--- src/rtl/traffic_pkg.sv ---
// Purpose: shared types and constants for the intersection scheduler slice.
// Latency: n/a (declarations only).
// Backpressure: n/a.
package traffic_pkg;

  // Width of the phase countdown; durations are 1..63 pulses.
  localparam int CNT_W = 6;

  // Lamp encodings, bit order {red, yellow, green}.
  localparam logic [2:0] LED_RED    = 3'b100;
  localparam logic [2:0] LED_YELLOW = 3'b010;
  localparam logic [2:0] LED_GREEN  = 3'b001;

  typedef enum logic [2:0] {
    HW_GREEN    = 3'd0,
    HW_YELLOW   = 3'd1,
    ALL_RED_IN  = 3'd2,
    CR_GREEN    = 3'd3,
    CR_YELLOW   = 3'd4,
    PED_WALK    = 3'd5,
    ALL_RED_OUT = 3'd6
  } phase_e;

  // Which requester was served most recently; used to break ties.
  typedef enum logic {
    SERVED_CR  = 1'b0,
    SERVED_PED = 1'b1
  } served_e;

endpackage

--- src/rtl/phase_timer.sv ---
// Purpose: loadable pulse down-counter holding the remaining pulses of a phase.
// Latency: load/decrement visible one clk after the request; phase_end is combinational.
// Backpressure: none; every pulse is consumed in the cycle it is presented.
// Ports: clk, rst (sync, active-high), load + load_value (phase entry),
//        pulse (1 s tick), sec_count (remaining pulses), phase_end (pulse && sec_count==1).
module phase_timer
  import traffic_pkg::*;
#(
  parameter logic [CNT_W-1:0] RESET_VALUE = 6'd10
) (
  input  logic             clk,
  input  logic             rst,
  input  logic             load,
  input  logic [CNT_W-1:0] load_value,
  input  logic             pulse,
  output logic [CNT_W-1:0] sec_count,
  output logic             phase_end
);

  assign phase_end = pulse && (sec_count == CNT_W'(1));

  // Load wins over the pulse: the pulse that ends a phase is the same one
  // that causes the next phase's value to be loaded. At zero the count
  // holds, which is how an idle highway green parks.
  always_ff @(posedge clk) begin
    if (rst) begin
      sec_count <= RESET_VALUE;
    end else if (load) begin
      sec_count <= load_value;
    end else if (pulse && (sec_count != '0)) begin
      sec_count <= sec_count - CNT_W'(1);
    end
  end

endmodule

--- src/rtl/intersection_scheduler.sv ---
// Purpose: highway/country-road phase scheduler with optional pedestrian phase (macro TRAFFIC_PED_EN).
// Latency: lamps and sec_count change on the same clk edge as the phase state.
// Backpressure: none; sensor is a level, ped_req is latched until served.
// Ports: clk, rst (sync, active-high), pulse (1 s tick), sensor (car waiting),
//        ped_req/walk (only with TRAFFIC_PED_EN), highway_led/countryroad_led
//        {red,yellow,green}, sec_count (remaining pulses in phase).
module intersection_scheduler
  import traffic_pkg::*;
#(
  parameter logic [CNT_W-1:0] T_HW_GREEN = 6'd10,
  parameter logic [CNT_W-1:0] T_YELLOW   = 6'd3,
  parameter logic [CNT_W-1:0] T_ALL_RED  = 6'd1,
  parameter logic [CNT_W-1:0] T_CR_GREEN = 6'd5,
  parameter logic [CNT_W-1:0] T_WALK     = 6'd6
) (
  input  logic             clk,
  input  logic             rst,
  input  logic             pulse,
  input  logic             sensor,
`ifdef TRAFFIC_PED_EN
  input  logic             ped_req,
  output logic             walk,
`endif
  output logic [2:0]       highway_led,
  output logic [2:0]       countryroad_led,
  output logic [CNT_W-1:0] sec_count
);

  phase_e  state, state_next;
  logic    phase_end;
  logic    phase_load;
  logic    serve_ped;
  served_e last_served;
  logic    ped_pending;
  logic    any_pending;
  logic    grant_ped;
  logic [2:0] hw_led_d, cr_led_d;

  function automatic logic [CNT_W-1:0] phase_len(input phase_e s);
    case (s)
      HW_GREEN:    phase_len = T_HW_GREEN;
      HW_YELLOW:   phase_len = T_YELLOW;
      CR_YELLOW:   phase_len = T_YELLOW;
      CR_GREEN:    phase_len = T_CR_GREEN;
      PED_WALK:    phase_len = T_WALK;
      default:     phase_len = T_ALL_RED;
    endcase
  endfunction

  // ---------------------------------------------------------------------------
  // Phase countdown: reloaded whenever the state changes.
  // ---------------------------------------------------------------------------
  assign phase_load = (state_next != state);

  phase_timer #(
    .RESET_VALUE (T_HW_GREEN)
  ) u_timer (
    .clk        (clk),
    .rst        (rst),
    .load       (phase_load),
    .load_value (phase_len(state_next)),
    .pulse      (pulse),
    .sec_count  (sec_count),
    .phase_end  (phase_end)
  );

  // ---------------------------------------------------------------------------
  // Request qualifiers and arbitration.
  // ---------------------------------------------------------------------------
`ifdef TRAFFIC_PED_EN
  logic ped_absorb;
  logic walk_d;

  // A press is meaningless while walk is already granted or showing.
  assign ped_absorb = (state == PED_WALK) ||
                      (serve_ped && ((state == HW_YELLOW) || (state == ALL_RED_IN)));

  always_ff @(posedge clk) begin
    if (rst) begin
      ped_pending <= 1'b0;
    end else if ((state_next == PED_WALK) && (state != PED_WALK)) begin
      ped_pending <= 1'b0;
    end else if (ped_req && !ped_absorb) begin
      ped_pending <= 1'b1;
    end
  end
`else
  assign ped_pending = 1'b0;
`endif

  assign any_pending = sensor || ped_pending;

  // Only the registered latch takes part, so a press arriving on the
  // departure edge waits for the next arbitration. On a tie the side not
  // served last wins.
  assign grant_ped = ped_pending && (!sensor || (last_served == SERVED_CR));

  // ---------------------------------------------------------------------------
  // FSM: state register (also registers lamps and arbitration results).
  // ---------------------------------------------------------------------------
  always_ff @(posedge clk) begin
    if (rst) begin
      state           <= HW_GREEN;
      serve_ped       <= 1'b0;
      last_served     <= SERVED_PED;
      highway_led     <= LED_GREEN;
      countryroad_led <= LED_RED;
`ifdef TRAFFIC_PED_EN
      walk            <= 1'b0;
`endif
    end else begin
      state           <= state_next;
      highway_led     <= hw_led_d;
      countryroad_led <= cr_led_d;
`ifdef TRAFFIC_PED_EN
      walk            <= walk_d;
`endif
      if ((state == HW_GREEN) && (state_next == HW_YELLOW)) begin
        serve_ped <= grant_ped;
      end
      if ((state_next == CR_GREEN) && (state != CR_GREEN)) begin
        last_served <= SERVED_CR;
      end else if ((state_next == PED_WALK) && (state != PED_WALK)) begin
        last_served <= SERVED_PED;
      end
    end
  end

  // ---------------------------------------------------------------------------
  // FSM: next-state logic.
  // ---------------------------------------------------------------------------
  always_comb begin
    state_next = state;
    case (state)
      // Leave once the minimum green has elapsed (ending pulse, or already
      // parked at zero) and someone is waiting.
      HW_GREEN:    if ((phase_end || (sec_count == '0)) && any_pending) state_next = HW_YELLOW;
      HW_YELLOW:   if (phase_end) state_next = ALL_RED_IN;
      ALL_RED_IN:  if (phase_end) state_next = serve_ped ? PED_WALK : CR_GREEN;
      CR_GREEN:    if (phase_end) state_next = CR_YELLOW;
      CR_YELLOW:   if (phase_end) state_next = ALL_RED_OUT;
      PED_WALK:    if (phase_end) state_next = ALL_RED_OUT;
      ALL_RED_OUT: if (phase_end) state_next = HW_GREEN;
      default:     state_next = HW_GREEN;
    endcase
  end

  // ---------------------------------------------------------------------------
  // FSM: output decode of the next state, registered above so lamps switch
  // on the same edge as the state.
  // ---------------------------------------------------------------------------
  always_comb begin
    hw_led_d = LED_RED;
    cr_led_d = LED_RED;
`ifdef TRAFFIC_PED_EN
    walk_d   = 1'b0;
`endif
    case (state_next)
      HW_GREEN:  hw_led_d = LED_GREEN;
      HW_YELLOW: hw_led_d = LED_YELLOW;
      CR_GREEN:  cr_led_d = LED_GREEN;
      CR_YELLOW: cr_led_d = LED_YELLOW;
`ifdef TRAFFIC_PED_EN
      PED_WALK:  walk_d   = 1'b1;
`endif
      default: begin
        hw_led_d = LED_RED;
        cr_led_d = LED_RED;
      end
    endcase
  end

endmodule
--- config.mk ---
export PLATFORM = sky130hd
export DESIGN_NAME = intersection_scheduler
export DESIGN_NICKNAME = d
export VERILOG_FILES = /design/src/rtl/traffic_pkg.sv /design/src/rtl/phase_timer.sv /design/src/rtl/intersection_scheduler.sv
export SDC_FILE = /design/constraint.sdc
export NUM_CORES = 1
export LEC_CHECK = 0
export ABC_AREA = 1
export BUFFER_PORTS_ARGS = -buffer_cell sky130_fd_sc_hd__buf_2
export CAP_MARGIN = 5
export CORE_MARGIN = 5
export CORE_UTILIZATION = 40
export CTS_BUF_LIST = sky130_fd_sc_hd__clkbuf_2
export CTS_CLUSTER_DIAMETER = 150
export DETAILED_ROUTE_END_ITERATION = 7
export SKIP_CTS_REPAIR_TIMING = 1
export SLEW_MARGIN = 20
export SYNTH_ARGS = -nofsm -noshare
export SYNTH_HDL_FRONTEND = slang
export SYNTH_SLANG_ARGS = --single-unit
--- constraint.sdc ---
create_clock -name clk -period 1.6 [get_ports clk]
set_clock_uncertainty 0.05 [all_clocks]
set_input_delay 0.08 -clock clk [delete_from_list [all_inputs] [get_ports clk]]
set_output_delay 0.08 -clock clk [all_outputs]
set_load 0.01 [all_outputs]
# Yosys cells after proc, flatten, opt, wreduce, memory -nomap -nowiden
# Cells that the tools add are included.
# Widths: inputs -> output; s select.
# op_classes
muxes	12
add_sub_neg	1
reduce_logical	11
eq_ne	12
# op_table
cell	n
$mux 3	6
$pmux 3 s6	1
$pmux 4 s4	1
$eq 3x3->1 const B	5
$mux 6	2
$pmux 3 s2	2
$eq 3x2->1 const B	3
$eq 3x1->1 const B	2
$eq 6x1->1 const B	1
$logic_not 3->1	2
$logic_not 6->1	1
$reduce_bool 6->1	1
$sub 6x1->6 const B	1
$reduce_or 2->1	2
$logic_and 1x1->1	3
$ne 3x3->1	1
$reduce_bool 2->1	1
$logic_or 1x1->1	1
# word_totals
in_bits	4
register_bits	15
elab_cells	40
output_inout_bits	12

# Longest topological paths before layout
# Gate-level depths: netlist of run 1.
# depth
ltp_word	10
depth_mapped	15
ltp_nobuf	15

# Modules after synthesis
# A second synthesis of run 1 with hierarchy kept.
# hier_totals
cells_unflattened	125
hier_area_um2	945.9
# modules_own_cells
module	area_per_inst_um2	n_inst	seq_area_each_um2	cells_per_inst
phase_timer	480.5	1	120.1	62
intersection_scheduler	465.4	1	180.2	63

# Least setup slack after synthesis of run 1
# No wires, ideal clock.
# synth_path
path_kind	register -> register
start	register u_timer.sec_count[1]
end	register u_timer.sec_count[3]
setup_slack_ps	-55
t_required_ps	1433
period_less_slack_ps	1655
t_arrival_ps	1488
setup_ps	117
path_stages_with_launch	15
n_path_buf	0
cell_sequence	dfxtp_1 > inv_1 > ha_1 > nand2_1 > inv_1 > nand3_4 > nand3_1 > nand2_1 > nand2_1 > nand2_4 > nand2_4 > nand2_4 > nand2_1 > nand3_1 > nand2_1
# synth_via
elab_chain_len	10
elab_cells_between_ends	26
classes_between	add/sub: 1; eq/ne: 6; mux: 10; reduce/logical: 9
# synth_lines
item	line	source
start, declared	phase_timer.sv:16	output logic [CNT_W-1:0] sec_count,
start signal, assigned	phase_timer.sv:29	sec_count <= load_value;
start signal, assigned	phase_timer.sv:31	sec_count <= sec_count - CNT_W'(1);
$eq 6x1->1	phase_timer.sv:20	assign phase_end = pulse && (sec_count == CNT_W'(1));
$logic_and 1x1->1	phase_timer.sv:20	
$logic_or 1x1->1	intersection_scheduler.sv:137	HW_GREEN: if ((phase_end || (sec_count == '0)) && any_pending) state_next = HW_YELLOW;
$logic_and 1x1->1	intersection_scheduler.sv:137	
$mux 3	intersection_scheduler.sv:137	
$pmux 3 s6	intersection_scheduler.sv:134	case (state)
$eq 3x1->1 / $eq 3x3->1 (equally long branches)	intersection_scheduler.sv:40	case (s)
$reduce_or 2->1 (no source line)	n/a	
$pmux 4 s4	intersection_scheduler.sv:40	
$mux 6	phase_timer.sv:28	end else if (load) begin
# Parallel ways exist; a longest one is shown, timed or not. The select of a mux whose other input is x is not followed.
# A chain may end at the register's enable or synchronous reset.

# Worst setup path in the final report of run 1
# Ends and elaborated chain as after synthesis.

==> results of run 1 <==
critical path, stage by stage, from the launching register on:
cell and delay (ps):
dfxtp_2 340, inv_2 80, ha_4 130, nand2_2 50, inv_2 60, nand3_4 110
a21oi_4 190, nand2_2 70, nand2_2 130, inv_4 60, nor2_4 110, nand2_2 60
nand2_2 60, nand3_2 60, nand2_1 50
final cells by class:
class | count | area share
multi-input combinational | 83 | 0.4893
sequential | 15 | 0.2503
timing repair buffer | 31 | 0.1593
inverter | 17 | 0.05618
tap | 28 | 0.02860
clock buffer | 3 | 0.01226
clock inverter | 1 | 0.004086
synthesized netlist by cell type, drive strengths merged:
cell    number  share of area
a211oi       1          0.014
a21oi        3          0.030
a31oi        2          0.031
buf          1          0.013
dfxtp       15           0.34
ha           3          0.042
inv         17          0.075
nand2       30           0.16
nand3       14          0.093
nand4        4          0.028
nor2        16          0.085
nor3         1          0.011
nor3b        1         0.0085
nor4         2          0.028
nor4b        1         0.0099
o21ai        4          0.023
xnor2        1         0.0099
registers in the layout, indices dropped and copies added (netlist names):
signal and flops:
state 3, u_timer.sec_count 6, countryroad_led 3, highway_led 3
metrics by stage:
| stage | cells | setup TNS (ps) | utilization | total power, mW | hold slack (ps) |
|---|---|---|---|---|---|
| floorplan | 116 | 0 | - | 0.4789 | 101.0 |
| finish | 178 | -90.51 | 0.5646 | 0.7176 | 35.45 |
| detailed placement | 171 | -162.9 | 0.4994 | 0.5345 | 331.7 |
| global route | 178 | -854.7 | 0.5646 | 0.7742 | 11.19 |
| CTS | 175 | -220.2 | 0.5087 | 0.7167 | -6.550 |
| global placement | 171 | -128.3 | 0.4994 | 0.5351 | 326.1 |
metal layers:
layer,vias to the layer above,GRT usage
met5,-,0
met4,0,0.03974
met3,2,0.04525
met2,17,0.1974
met1,378,0.1609
li1,446,-
report_power, final:
group | leakage, nW | switching, mW | internal [mW] | total, mW
registers | 0.123 | 0.0126 | 0.385 | 0.398
clock network | 0.0164 | 0.115 | 0.0565 | 0.171
logic | 0.434 | 0.0797 | 0.0687 | 0.148
final timing paths:
check,cells after the start,from,to
max,14,u_timer.sec_count[1],u_timer.sec_count[3]
min,2,rst,state[0]
max reg2reg,14,u_timer.sec_count[1],u_timer.sec_count[3]
min reg2reg,3,u_timer.sec_count[4],u_timer.sec_count[4]
logic make-up (layout without fill, tap and decap cells):
logic type                 count (synthesis)  count (layout)  synth area share
adders and majority gates                  3               3           0.04244
xor gates and xnor gates                   1               1          0.009903
AOI/OAI and AO/OA                         10              10           0.09759
buffers and inverters                     18              52           0.08770
DFF                                       15              15            0.3395
and+or+nand+nor                           69              69            0.4229
==> metrics.yaml, run 1 <==
flow_run:
  drv_cap: 0
synth:
  ys_types: 27
  yosys_warnings: 0
  ys_ff_latch: 15
  syn_nets: 123
  syn_area_per_cell_um2: 7.626
  yosysSeqAreaShare: 0.3395
  syn_inst: 116
  syn-cell-area_um2: 884.6
finish:
  multi_input_area_um2: 599.3
  final_common_cell: "nand2_1"
  regArea_um2: 306.5
  areaGrowthSynthToFinish_pct: 38.47
  drive_gt1_frac: 0.5000
  diodes: 0
  layout_common_cells: "nand2_1, buf_4, buf_2"
  nFillCells: 211
  final_area_um2: 1225
  nets: 158
timing:
  rsz0062_at_grt: "yes"
  worst_slew_pin_slew_ps: 398.5
  fin_crit_ps: 1639
  fmax_ghz: 0.6100
  max_slew_margin: 0.7343
  slew_viol_final: 0
  finalSetupViolations: 3
  min_period_over_period: 1.025
  finalHoldViolCount: 0
  setup_ws_ps: -39.28
routing:
  drt-met1-wl_um: 939
  drt-total-wl_um: 2029
  wl_per_cell_um: 11.40
  wl_met2_um: 985
  drtAntennaViolNets: 0
  dr.pass1.iters: 4
  drt-initial-drc-count: 17
  top_layer: "met4"
  drc: 0
  vias_per_cell: 4.736
  met3_wirelength_um: 91
  vias: 843
grt:
  grt_pass1_vias: 739
  antenna_found_initial: 0
  grt_max_degree: 10
  grt_util_all_layers: 0.1258
  grt_overflow: 0
  grt_pass1_wl_um: 3222
die:
  die_w_um: 57.03
  start_util: 0.4077
  die-area_um2: 3252
  coreArea_um2: 2170
  fp.dieH_um: 57.03
  ioPinCount: 16
  rows: 17
min_path:
  hp-class: "input port to flop"
worst_setup_path:
  critPathCaptureType: "flop"
  crit_path_max_fanout: 8
  startpoint_type: "flop"
  cp.arrival_ps: 1830
  crit_type: "flop to flop"
  reg2reg_setup_slack_ps: -40
  required_ps: 1790
place:
  place.gp.congestion: 0.7768
  dp_hpwl_um: 1468
  placed_area_um2: 1084
  dp_worst_setup_slack_ps: -63.78
  io_buffers: 15
power:
  ir_drop_uv: 495.8
  p_leak_nw: 0.5730
  powerDensity_nw_per_um2: 585.8
outcome:
  violations: "setup timing"
  status: "finished with violations"
clock_network:
  cts_buffer_depth: 2
  cts_tree: "done"
  clkTransAtPathRegs_ps: 140
  cts.root.buffer_cell: "clkbuf_2"
  clock_latency_ps: 280
  cts-buffers-inserted: 3
  cts.sinks: 15
  h-tree-depth: 1
Note: power is estimated with default switching activity, not from simulation.
==> run 2: changes to the inputs <==
--- a/config.mk
+++ b/config.mk
@@ -8,6 +8,7 @@
 export ABC_AREA = 1
 export BUFFER_PORTS_ARGS = -buffer_cell sky130_fd_sc_hd__buf_2
 export CAP_MARGIN = 5
+export CORE_ASPECT_RATIO = 1.2
 export CORE_MARGIN = 5
 export CORE_UTILIZATION = 40
 export CTS_BUF_LIST = sky130_fd_sc_hd__clkbuf_2
==> run 2 against run 1 <==
  * Via count rose by 1.3%
  * The run still ends with setup timing left
  * Combinational power grew 4%
  * Clock power rose by 12%
  * Final area is 1.6% higher
==> metrics.yaml, run 2 (same netlist as run 1, synthesis figures left out) <==
worst_setup_path:
  critPathCaptureType: "flop"
  crit_path_max_fanout: 8  # unchanged
  crit_type: "flop to flop"
  slowest_delay_ps: 350  # about the same
  startpoint_type: "flop"
  cp.arrival_ps: 1830  # about the same
  path_common_cell: "nand2_2"
  required_ps: 1770  # -20 ps
  critPathSlowestCell: "dfxtp_2"
  cp_num_buf_inv: 2  # -1
  worstPathCellList: "inv_2 > ha_4 > nand2_2 > inv_2 > nand3_4 > nand2_2 > nand2_2 > nand2_2 > nand2_2 > nand2_4 > nand2_8 > nand2_8 > nor2_2 > nor2_1 > nor2_1"
  path_delay_family: "simple AND/OR/NAND/NOR gates"
die:
  coreArea_um2: 2095  # -3.5%
  start_util: 0.4223  # +0.01461
  rows: 18  # +1
  die_w_um: 52.93  # -7.2%
  fp.dieH_um: 61.52  # +7.9%
  die-area_um2: 3256  # +0.13%
  ioPinCount: 16  # unchanged
clock_network:
  clock_latency_ps: 290  # about the same
  cts.root.buffer_cell: "clkbuf_2"
  cts_buffer_depth: 2  # unchanged
  cts_tree: "done"
  clkTransAtPathRegs_ps: 160  # +20 ps
  cts.sinks: 15  # unchanged
  cts-buffers-inserted: 3  # unchanged
  h-tree-depth: 1  # unchanged
power:
  ir_drop_uv: 711.9  # +44%
  p_leak_nw: 0.5640  # -1.6%
  powerDensity_nw_per_um2: 596.3  # +1.8%
finish:
  fin_util: 0.5944  # +0.02979
  final_common_cell: "nand2_1"
  areaGrowthSynthToFinish_pct: 40.74
  drive_gt1_frac: 0.4966  # -0.003356
  layout_common_cells: "nand2_1, buf_2, buf_4"
  largest-register: "u_timer.sec_count"
  largest_reg_flops: 6  # unchanged
  nets: 157  # -0.63%
  diodes: 0  # unchanged
place:
  place.gp.congestion: 0.8050  # +3.6%
  dp_hpwl_um: 1524  # +3.8%
  io_buffers: 15  # unchanged
timing:
  worst_slew_pin_slew_ps: 380.2  # -18.32 ps
  finalSetupViolations: 6  # +3
  setup_ws_ps: -63.17  # -23.89 ps
  fmax_ghz: 0.6013  # -1.4%
  min_period_over_period: 1.039  # +0.01493
  rsz0062_at_grt: "yes"
  fin_crit_ps: 1663  # +23.89 ps
  max_slew_margin: 0.7465  # +0.01221
  finalSetupTns_ps: -199.4  # -108.9 ps
  slew_viol_final: 0  # unchanged
  finalHoldViolCount: 0  # unchanged
routing:
  vias: 854  # +1.3%
  drc: 0  # unchanged
  drtAntennaViolNets: 0  # unchanged
  wl_per_cell_um: 11.62  # +1.9%
  drt-total-wl_um: 2080  # +2.5%
  drt-initial-drc-count: 16  # -1
  vias_per_cell: 4.771  # +0.74%
  dr.pass1.iters: 4  # unchanged
grt:
  antenna_found_initial: 0  # unchanged
  grt_pass1_wl_um: 3305  # +2.6%
  grt_overflow: 0  # unchanged
  grt_max_degree: 11  # +1
  grt_util_all_layers: 0.1402  # +0.01444
  grt_pass1_vias: 781  # +5.7%
outcome:
  status: "finished with violations"
  violations: "setup timing"
min_path:
  hp-class: "input port to flop"
flow_run:
  drv_cap: 0  # unchanged
run 2: cell types whose count changed in the layout (fill, tap and decap cells not counted), sizes merged:
| cell | change |
|---|---|
| buf | -2 |
| clkinv | -1 |
| clkinvlp | +1 |
| dlygate4sd3 | +1 |
run 2: final timing paths:
kind	from	end	slack [ps]	depth (start not counted)
hold / removal	pulse	u_timer.sec_count[4]	230	5
hold reg to reg	u_timer.sec_count[0]	u_timer.sec_count[0]	550	3
setup / recovery	u_timer.sec_count[1]	u_timer.sec_count[2]	-60	15
setup reg to reg	u_timer.sec_count[1]	u_timer.sec_count[2]	-60	15
run 2: power by group:
group          total, mW  switching (mW)  leakage [nW]  internal [mW]
Combinational      0.154          0.0828         0.429         0.0710
Sequential         0.397          0.0114         0.122          0.385
Clock              0.192           0.134        0.0126         0.0583
run 2: area by class of cell:
| class | instances | area, um^2 |
|---|---|---|
| multi-input cells | 83 | 623.1 |
| clock inverters | 1 | 7.507 |
| well taps | 30 | 37.54 |
| repair buffers | 30 | 190.2 |
| inverters | 17 | 66.31 |
| flip-flops and latches | 15 | 305.3 |
| fillers | 201 | 849.6 |
| clock buffers | 3 | 15.01 |
run 2: per-layer routing:
metal	global-route usage	up-vias	share of wire
met2	0.2394	15	0.52
met4	0.05474	0	0.0082
met5	0	-	0
li1	-	445	-
met3	0.05569	2	0.046
met1	0.1561	392	0.43
run 2: tightest hold or removal path, delay by kind of cell:
family                 cells  cell delay, ps
AND/OR/NAND/NOR            2             200
buffers and inverters      2             180
AO/OA/AOI/OAI              1              70
run 2: through the flow:
stage | setup WS [ps] | total power [mW] | area [um^2] | instances | hold WS (ps)
6_report | -63.17 | 0.7423 | 1245 | 179 | 226.9
5_1_grt | -170.9 | 0.7963 | 1245 | 179 | 222.4
4_1_cts | -91.27 | 0.7257 | 1094 | 175 | -17.15
3_5_place_dp | -77.14 | 0.5309 | 1071 | 171 | 331.8
3_3_place_gp | -55.19 | 0.5298 | 1071 | 171 | 331.8
2_1_floorplan | 21.83 | 0.4789 | 887.1 | 116 | 101.0
